<file path="src/rtl/alu_issue_stage.sv">
// alu_issue_stage
// ID/EX issue stage that sits directly in front of the combinational ALU.
// Decoded instructions arrive over a valid/ready handshake. The stage picks
// the operands (register, PC or immediate), resolves RAW hazards against the
// instruction it currently holds and against the writeback port, and then
// registers op_1/op_2/opcode/rd for the ALU. Shift amounts are masked to
// 5 bits. A saturating counter records the cycles in which decode was stalled.
//
// Optional feature macro: ALU_ISSUE_FWD_EN
//   defined   : forwarding, with alu_result_in taking priority over
//               wb_data_in and wb_data_in taking priority over the register file
//   undefined : no forwarding; a RAW hazard interlocks decode instead
//
// Ports
//   clk_in, rst_in                   clock (rising edge), async active-high reset
//   valid_in / ready_out             decode -> stage handshake
//   rs1_addr_in, rs2_addr_in         source register indices
//   rs1_data_in, rs2_data_in         register file read data
//   pc_in, imm_in                    instruction PC, sign-extended immediate
//   op1_sel_in                       0 = rs1, 1 = PC
//   op2_sel_in                       0 = rs2, 1 = imm
//   alu_opcode_in, rd_addr_in        ALU opcode, destination (0 = none)
//   flush_in                         kill the held and the offered instruction
//   alu_result_in                    ALU result of the held instruction
//   wb_we_in, wb_rd_addr_in,
//   wb_data_in                       writeback port
//   valid_out / ready_in             stage -> ALU handshake
//   op_1_out, op_2_out, opcode_out,
//   rd_addr_out                      registered ALU operands
//   stall_cnt_out                    saturating stall count
module alu_issue_stage #(
  parameter int XLEN        = 32,
  parameter int STALL_CNT_W = 16
) (
  input  logic                   clk_in,
  input  logic                   rst_in,
  input  logic                   valid_in,
  output logic                   ready_out,
  input  logic [4:0]             rs1_addr_in,
  input  logic [4:0]             rs2_addr_in,
  input  logic [XLEN-1:0]        rs1_data_in,
  input  logic [XLEN-1:0]        rs2_data_in,
  input  logic [XLEN-1:0]        pc_in,
  input  logic [XLEN-1:0]        imm_in,
  input  logic                   op1_sel_in,
  input  logic                   op2_sel_in,
  input  logic [3:0]             alu_opcode_in,
  input  logic [4:0]             rd_addr_in,
  input  logic                   flush_in,
  input  logic [XLEN-1:0]        alu_result_in,
  input  logic                   wb_we_in,
  input  logic [4:0]             wb_rd_addr_in,
  input  logic [XLEN-1:0]        wb_data_in,
  output logic                   valid_out,
  input  logic                   ready_in,
  output logic [XLEN-1:0]        op_1_out,
  output logic [XLEN-1:0]        op_2_out,
  output logic [3:0]             opcode_out,
  output logic [4:0]             rd_addr_out,
  output logic [STALL_CNT_W-1:0] stall_cnt_out
);

  localparam logic [4:0] REG_X0  = 5'd0;
  localparam logic [3:0] OPC_SLL = 4'b0001;
  localparam logic [3:0] OPC_SRL = 4'b0101;
  localparam logic [3:0] OPC_SRA = 4'b1101;

  // For shift opcodes only the low 5 bits of op_2 are meaningful.
  function automatic logic [XLEN-1:0] mask_shamt(input logic [XLEN-1:0] val,
                                                 input logic [3:0]      opc);
    logic [XLEN-1:0] res;
    res = val;
    if (opc == OPC_SLL || opc == OPC_SRL || opc == OPC_SRA)
      res = {{(XLEN-5){1'b0}}, val[4:0]};
    return res;
  endfunction

  // The counter stops at all-ones and never wraps.
  function automatic logic [STALL_CNT_W-1:0] sat_inc(input logic [STALL_CNT_W-1:0] cnt);
    return (&cnt) ? cnt : cnt + STALL_CNT_W'(1);
  endfunction

  logic                   vld_p1;
  logic [XLEN-1:0]        op1_p1;
  logic [XLEN-1:0]        op2_p1;
  logic [3:0]             opc_p1;
  logic [4:0]             rd_p1;
  logic [STALL_CNT_W-1:0] stall_cnt_p1;

  logic                   handoff;
  logic                   accept;
  logic                   interlock;
  logic                   rs1_used;
  logic                   rs2_used;
  logic [XLEN-1:0]        rs1_val;
  logic [XLEN-1:0]        rs2_val;
  logic [XLEN-1:0]        op1_p0;
  logic [XLEN-1:0]        op2_p0;

  assign handoff  = vld_p1 && ready_in;
  // x0 is never a hazard source; its operand always comes from the register file.
  assign rs1_used = !op1_sel_in && (rs1_addr_in != REG_X0);
  assign rs2_used = !op2_sel_in && (rs2_addr_in != REG_X0);

`ifdef ALU_ISSUE_FWD_EN
  // The held instruction only delivers its result in the cycle it hands off.
  // If it is not handing off, ready_out is already low and nothing is accepted.
  always_comb begin
    rs1_val = rs1_data_in;
    if (rs1_used && handoff && rd_p1 == rs1_addr_in)
      rs1_val = alu_result_in;
    else if (rs1_used && wb_we_in && wb_rd_addr_in == rs1_addr_in)
      rs1_val = wb_data_in;

    rs2_val = rs2_data_in;
    if (rs2_used && handoff && rd_p1 == rs2_addr_in)
      rs2_val = alu_result_in;
    else if (rs2_used && wb_we_in && wb_rd_addr_in == rs2_addr_in)
      rs2_val = wb_data_in;
  end

  assign interlock = 1'b0;
`else
  logic main_hit;
  logic wb_hit;
  logic unused_fwd;

  assign rs1_val = rs1_data_in;
  assign rs2_val = rs2_data_in;

  // A used source that is still in flight holds decode until the register file has it.
  assign main_hit  = vld_p1 && ((rs1_used && rd_p1 == rs1_addr_in) ||
                                (rs2_used && rd_p1 == rs2_addr_in));
  assign wb_hit    = wb_we_in && ((rs1_used && wb_rd_addr_in == rs1_addr_in) ||
                                  (rs2_used && wb_rd_addr_in == rs2_addr_in));
  assign interlock = valid_in && (main_hit || wb_hit);

  assign unused_fwd = ^{alu_result_in, wb_data_in};
`endif

  // During a flush, ready_out reads high so that decode retires the killed slot.
  assign ready_out = flush_in || ((!vld_p1 || ready_in) && !interlock);
  assign accept    = valid_in && ready_out && !flush_in;

  assign op1_p0 = op1_sel_in ? pc_in : rs1_val;
  assign op2_p0 = mask_shamt(op2_sel_in ? imm_in : rs2_val, alu_opcode_in);

  // ---- p0 -> p1: operand select / forward -> ALU holding register ----
  always_ff @(posedge clk_in or posedge rst_in) begin
    if (rst_in) begin
      vld_p1       <= 1'b0;
      op1_p1       <= '0;
      op2_p1       <= '0;
      opc_p1       <= '0;
      rd_p1        <= '0;
      stall_cnt_p1 <= '0;
    end else begin
      if (flush_in)
        vld_p1 <= 1'b0;
      else if (accept)
        vld_p1 <= 1'b1;
      else if (handoff)
        vld_p1 <= 1'b0;

      if (accept) begin
        op1_p1 <= op1_p0;
        op2_p1 <= op2_p0;
        opc_p1 <= alu_opcode_in;
        rd_p1  <= rd_addr_in;
      end

      if (valid_in && !ready_out && !flush_in)
        stall_cnt_p1 <= sat_inc(stall_cnt_p1);
    end
  end

  assign valid_out     = vld_p1;
  assign op_1_out      = op1_p1;
  assign op_2_out      = op2_p1;
  assign opcode_out    = opc_p1;
  assign rd_addr_out   = rd_p1;
  assign stall_cnt_out = stall_cnt_p1;

endmodule

</file>
<file path="config.mk">
export PLATFORM = sky130hd
export DESIGN_NAME = alu_issue_stage
export DESIGN_NICKNAME = d
export VERILOG_FILES = /design/src/rtl/alu_issue_stage.sv
export SDC_FILE = /design/constraint.sdc
export NUM_CORES = 1
export LEC_CHECK = 0
export BUFFER_PORTS_ARGS = -buffer_cell sky130_fd_sc_hd__buf_4
export CORE_AREA = 5 5 120 122
export CTS_BUF_LIST = sky130_fd_sc_hd__clkbuf_8
export DETAILED_ROUTE_END_ITERATION = 10
export DIE_AREA = 0 0 125 127
export PLACE_DENSITY = 0.69
export RECOVER_POWER = 50
export SYNTH_ARGS = -nofsm -noshare
export SYNTH_HDL_FRONTEND = slang
export SYNTH_SLANG_ARGS = --single-unit
export TNS_END_PERCENT = 100
</file>
<file path="constraint.sdc">
create_clock -name clk_in -period 3.5 [get_ports clk_in]
set_clock_uncertainty 0.05 [all_clocks]
set_input_delay 0.525 -clock clk_in [delete_from_list [all_inputs] [get_ports clk_in]]
set_output_delay 0.525 -clock clk_in [all_outputs]
set_load 0.01 [all_outputs]
</file>
==> reports/metrics.yaml, run 1 <==
status: "finished with violations"
violations: "max-capacitance violations, max-slew violations"
max_slew.worst_pin.slew_ns: 2.22
start_kind: "register"
die_area_sq_mm: 0.0159
power_mw: 3.07
cts.clk_slew.worst_paths_ns: 0.09
via_per_inst: 4.82
grt_pass1_wl_mm: 21.9
core_sq_mm: 0.0131
slew_viol_final: 91
critPathKind: "register to primary output"
p_leak_nw: 3.29
post-route-util_pct: 51.7
fin_crit_sh_pct: 94.9
fin_crit_ns: 3.32
antenna_found_initial: 0
synth_compound_area_share_pct: 5.06
hold_ws_ns: 0.323
ant_nets: 0
htreeDepth: 3
layout.nets: 889
fin_ws_ns: 0.180
grt_max_degree: 112
start_util_pct: 35.5
antenna_cells: 0
seqPwrFrac_pct: 44.0
grt.total_usage_pct: 17.1
swShare_pct: 30.1
pin_count: 315
clk_latency_ns: 0.37
root_buffer: "clkbuf_8"
postCtsHoldBufs: 0
drt_wl_total_mm: 13.6
p_per_area_mw_per_mm2: 455
pre_cts_ws_ns: 0.396
drc: 0
synth_cell_types: 35
placed_cell_area_sq_mm: 0.00671
endpoint_kind: "primary output"
fin_cells: 845
rsz0062_at_grt: "false"
grt_pass1_vias: 4349
cts_sinks: 90
worstPathMaxFanout: 4
yosys.area_share.adder_pct: 0.269
dr.pass1.iters: 4
arrival_ns: 2.75
crit_required_ns: 2.92
ys_warn_count: 0
avgSynthCellArea_sq_um: 11.0
cts_tree: "built"
layout_common_cells: "buf_4, dfrtp_1, nor2_1, mux2i_1, clkbuf_1"
ir_worst_vdd_mv: 0.203
synth_top_family_by_area: "multiplexers"
rows: 42
vias: 4076
synth_xor_area_share_pct: 6.21
gp_congestion: 0.813
dp_cells: 829
synth-simple-area-share_pct: 13.2
post_cts_buffers: 0
final_common_cell: "buf_4"
portBuffers: 250
maxCapViolations: 1
internal_power_mw: 2.15
cts_buffers: 9
dieHeight_um: 127
synth_nets: 647
muxShareOfSynthArea_pct: 24.0
drt_iter0_drc: 188
combPwrFrac_pct: 28.0
fmax_ghz: 0.301
postCtsResizedCells: 0
overflow: 0
synth-seq-cells: 90
holdCritPathClass: "primary input to register"
syn_to_final_growth_pct: 45.5
relSlewSlack_pct: -48.2
finalHoldViolCount: 0
syn_inst: 422
place_hpwl_mm: 10.6
die_x_um: 125
fin_setup_tns_ns: 0
netlist_area_sq_mm: 0.00465
clk_path_buf_depth: 2
drive_above_1_share_pct: 41.4
final-setup-viol-count: 0
ys_seq_area_share_pct: 48.4
routedWlPerCell_um: 16.1
p_clk_share_pct: 27.9
p_switching_uw: 925
post-route-cell-area_sq_mm: 0.00677
-- cells in the mapped netlist --
cell type   n  area share, %
mux2i_1    64             14
nand2_1     9           0.73
nor4_2      5            1.3
or3_1       1           0.13
buf_2       4           0.43
nand2b_1    1           0.13
or2_2       2           0.27
or2_1       1           0.13
nor2_2      1           0.13
xnor2_1     5           0.94
buf_1       5           0.40
ha_1        1           0.27
dfrtp_1    90             48
nor2b_1     2           0.27
a21boi_0    1           0.16
nor3_1      9           0.97
mux2_2     27            6.5
nor4_1      4           0.54
and3_1      2           0.27
nand4_1     8            1.1
or4_4       1           0.24
mux2_1      2           0.48
nor3b_1     1           0.16
a21oi_1    38            4.1
or4_1       4           0.65
a2bb2oi_1   1           0.19
mux2_4     10            3.2
clkbuf_1   13            1.0
nor2_1     70            5.6
a31oi_4     1           0.46
xor2_1     28            5.3
nand3_1     5           0.54
inv_1       2           0.16
buf_6       3           0.73
o31ai_1     1           0.16
-- per-layer routing --
metal / vias to the layer above / routed length, um / global-route usage, %
met5: - / 0 / 0
met4: 0 / 216 / 5.80
met3: 13 / 1130 / 4.76
met2: 160 / 7210 / 30.4
met1: 1948 / 5010 / 19.9
li1: 1955 / - / -
-- cell families (layout without fill, tap and decap cells) --
kind of cell | count (synthesis) | in the layout
fa+ha+maj | 1 | 1
xor+xnor | 33 | 33
buf+inv | 27 | 274
simple gates | 126 | 126
flops | 90 | 90
compound gates | 42 | 42
mux | 103 | 103
-- path summary, 6_finish.rpt --
path                            slack (ns)                end             start  cells past startpoint
worst min register to register        0.45   stall_cnt_out[4]  stall_cnt_out[4]                      1
worst max register to register        0.57  stall_cnt_out[15]    rd_addr_out[2]                      7
min in group asynchronous             0.94        op_2_out[4]            rst_in                      3
worst min-delay path                  0.32     rd_addr_out[1]     rd_addr_in[1]                      2
max in group asynchronous             1.19       op_1_out[13]            rst_in                      3
worst max-delay path                  0.18          ready_out    rd_addr_out[2]                      8
-- flip-flops by register name (all words and copies together) (netlist names) --
register       flops
op_2_out          32
stall_cnt_out     16
rd_addr_out        5
opcode_out         4
valid_out          1
op_1_out          32
-- power groups by stage --
stage                     Clock (mW)  Combinational (mW)  Sequential, mW
after global routing           0.932               0.952            1.38
after detailed placement           0               0.969            1.38
after floorplan                    0               0.345            1.44
after global placement             0               0.951            1.37
after CTS                      0.885               0.970            1.36
final                          0.859               0.863            1.35
-- layout make-up --
cell class | instances | area (sq um)
Clock inverter | 7 | 118
Tap cell | 176 | 220
Inverter | 2 | 8.76
Fill cell | 1207 | 6320
Multi-Input combinational cell | 305 | 2280
Clock buffer | 9 | 124
Sequential cell | 90 | 2250
Timing Repair Buffer | 256 | 1760
-- critical path, stage by stage (launching register included) --
cell and delay (ns):
dfrtp_1 0.46, xor2_1 0.18, or4_1 0.52, or4_4 0.45, nand2_1 0.08, a21boi_0 0.08
a2bb2oi_1 0.15, or2_2 0.31, buf_4 0.14
(Power assumes the default switching activity.)
==> run 2: changes to the inputs <==
--- a/config.mk
+++ b/config.mk
@@ -12,6 +12,7 @@
 export DIE_AREA = 0 0 125 127
 export PLACE_DENSITY = 0.69
 export RECOVER_POWER = 50
+export SETUP_SLACK_MARGIN = 0.3
 export SYNTH_ARGS = -nofsm -noshare
 export SYNTH_HDL_FRONTEND = slang
 export SYNTH_SLANG_ARGS = --single-unit
==> run 2 against run 1 <==
  * The flow still finishes with violations (max-capacitance violations, max-slew violations)
  * Register-to-register slack worse by 0.03 ns
  * Routed wire length increased by 0.55%
  * Combinational power up 2%
  * Critical endpoint unchanged
  * Critical path type unchanged
==> reports/metrics.yaml, run 2 (same netlist as run 1, synthesis figures left out) <==
status: "finished with violations"
violations: "max-capacitance violations, max-slew violations"
core_sq_mm: 0.0131  # unchanged
finalHoldViolCount: 0  # unchanged
grt_pass1_wl_mm: 22.1  # +0.75%
critPathKind: "register to primary output"
worstPathMaxFanout: 2  # -2
grt_pass1_vias: 4366  # +0.39%
critPathSlowestCell: "or4_1"
cts_tree: "built"
cts.clk_slew.worst_paths_ns: 0.09  # about the same
fin_setup_tns_ns: 0  # unchanged
rsz0062_at_grt: "true"
dieHeight_um: 127  # unchanged
layout_common_cells: "buf_4, dfrtp_1, nor2_1, mux2i_1, clkbuf_1"
gp_congestion: 0.813  # unchanged
p_leak_nw: 3.30  # +0.51%
grt_max_degree: 112  # unchanged
maxCapViolations: 1  # unchanged
hold_ws_ns: 0.323  # +0.000169 ns
rows: 42  # unchanged
fin_ws_ns: 0.385  # +0.205 ns
syn_to_final_growth_pct: 46.4
dr.pass1.iters: 5  # +1
use_met1_pct: 20.2  # +0.24 points
die_x_um: 125  # unchanged
holdCritPathClass: "primary input to register"
r2r_slack_ns: 0.54  # -0.03 ns
htreeDepth: 3  # unchanged
slowest_delay_ns: 0.51  # about the same
grt.total_usage_pct: 17.2  # +0.14 points
overflow: 0  # unchanged
routedWlPerCell_um: 16.1  # +0.19%
grtUsageMet3_pct: 4.72  # -0.042 points
p_per_area_mw_per_mm2: 453  # -0.33%
drc: 0  # unchanged
cts_sinks: 90  # unchanged
n_fill_cell: 1203  # -0.33%
die_area_sq_mm: 0.0159  # unchanged
drt_wl_total_mm: 13.6  # +0.55%
crit_required_ns: 2.92  # about the same
antenna_cells: 0  # unchanged
pin_count: 315  # unchanged
antenna_found_initial: 0  # unchanged
clk_path_buf_depth: 2  # unchanged
via_per_inst: 4.80  # -0.43%
endpoint_kind: "primary output"
busiest_layer: "met2"
postCtsHoldBufs: 0  # unchanged
power_mw: 3.08  # +0.31%
drt_iter0_drc: 195  # +3.7%
root_buffer: "clkbuf_8"
cts_buffers: 9  # unchanged
clk_latency_ns: 0.37  # about the same
final_common_cell: "buf_4"
fmax_ghz: 0.321  # +6.6%
drive_above_1_share_pct: 42.4  # +1.0 points
place_hpwl_mm: 10.6  # unchanged
max_slew.worst_pin.slew_ns: 2.21  # -0.0104 ns
start_util_pct: 35.5  # unchanged
globalRouteMet2Util_pct: 30.6  # +0.25 points
fin_crit_ns: 3.12  # -0.205 ns
portBuffers: 250  # unchanged
ant_nets: 0  # unchanged
start_kind: "register"
fin_crit_sh_pct: 89.0  # -5.9 points
vias: 4073  # -0.074%
relSlewSlack_pct: -47.5  # +0.69 points
layout.nets: 892  # +0.34%
worstPathCellList: "xor2_1, or4_1, or4_4, nand2_2, a21boi_2, a2bb2oi_2, or2_4, buf_6"
slew_viol_final: 91  # unchanged
final-setup-viol-count: 0  # unchanged
pre_cts_ws_ns: 0.396  # unchanged
ir_worst_vdd_mv: 0.203  # about the same
arrival_ns: 2.54  # -0.21 ns
-- run 2: layout make-up --
cell class	count	area [sq um]	share of cell area, %
sequential	90	2250	33.1
tap	176	220	3.23
clock inverter	7	118	1.73
timing repair buffer	259	1790	26.3
inverter	2	8.76	0.129
multi-input combinational	305	2290	33.7
clock buffer	9	124	1.82
-- run 2: critical path, delay by kind of cell, from the launching register on --
kind                      cells  cell delay (ns)
and+or+nand+nor               4             1.29
DFF                           1             0.44
AOI/OAI and AO/OA             2             0.19
xor gates and xnor gates      1             0.14
buffers and inverters         1             0.12
-- run 2: stage by stage --
| stage | cell area (sq um) | instances | utilization [%] |
|---|---|---|---|
| after floorplan | 4650 | 422 | - |
| after global placement | 6710 | 829 | 51.3 |
| after detailed placement | 6710 | 829 | 51.3 |
| after CTS | 6980 | 847 | 53.4 |
| after global routing | 6810 | 848 | 52.0 |
| final | 6810 | 848 | 52.0 |
-- run 2: path summary, 6_finish.rpt --
path | startpoint | endpoint | cells after the start
setup / recovery | rd_addr_out[2] | ready_out | 8
hold / removal | rd_addr_in[1] | rd_addr_out[1] | 2
setup reg to reg | rd_addr_out[2] | stall_cnt_out[15] | 8
hold reg to reg | stall_cnt_out[4] | stall_cnt_out[4] | 1
max in group asynchronous | rst_in | rd_addr_out[2] | 3
min in group asynchronous | rst_in | op_2_out[4] | 3
-- run 2: per-layer routing --
metal / routed length, um / vias up / part of all wire (%)
met1: 5060 / 1946 / 37
met5: 0 / - / 0
met4: 216 / 0 / 1.6
li1: - / 1959 / -
met2: 7270 / 155 / 53
met3: 1100 / 13 / 8.1
-- run 2: what timing repair did --
action	CTS	global route
endpoints found under the setup margin	1	1
gates resized for setup	7	1
setup buffers	2	1
pin swaps	5	3
-- run 2: power by group --
part	internal [mW]	leakage (nW)	switching (mW)
Sequential	1.22	1.07	0.129
Combinational	0.462	2.12	0.413
Clock	0.473	0.111	0.384
Total	2.16	3.30	0.926
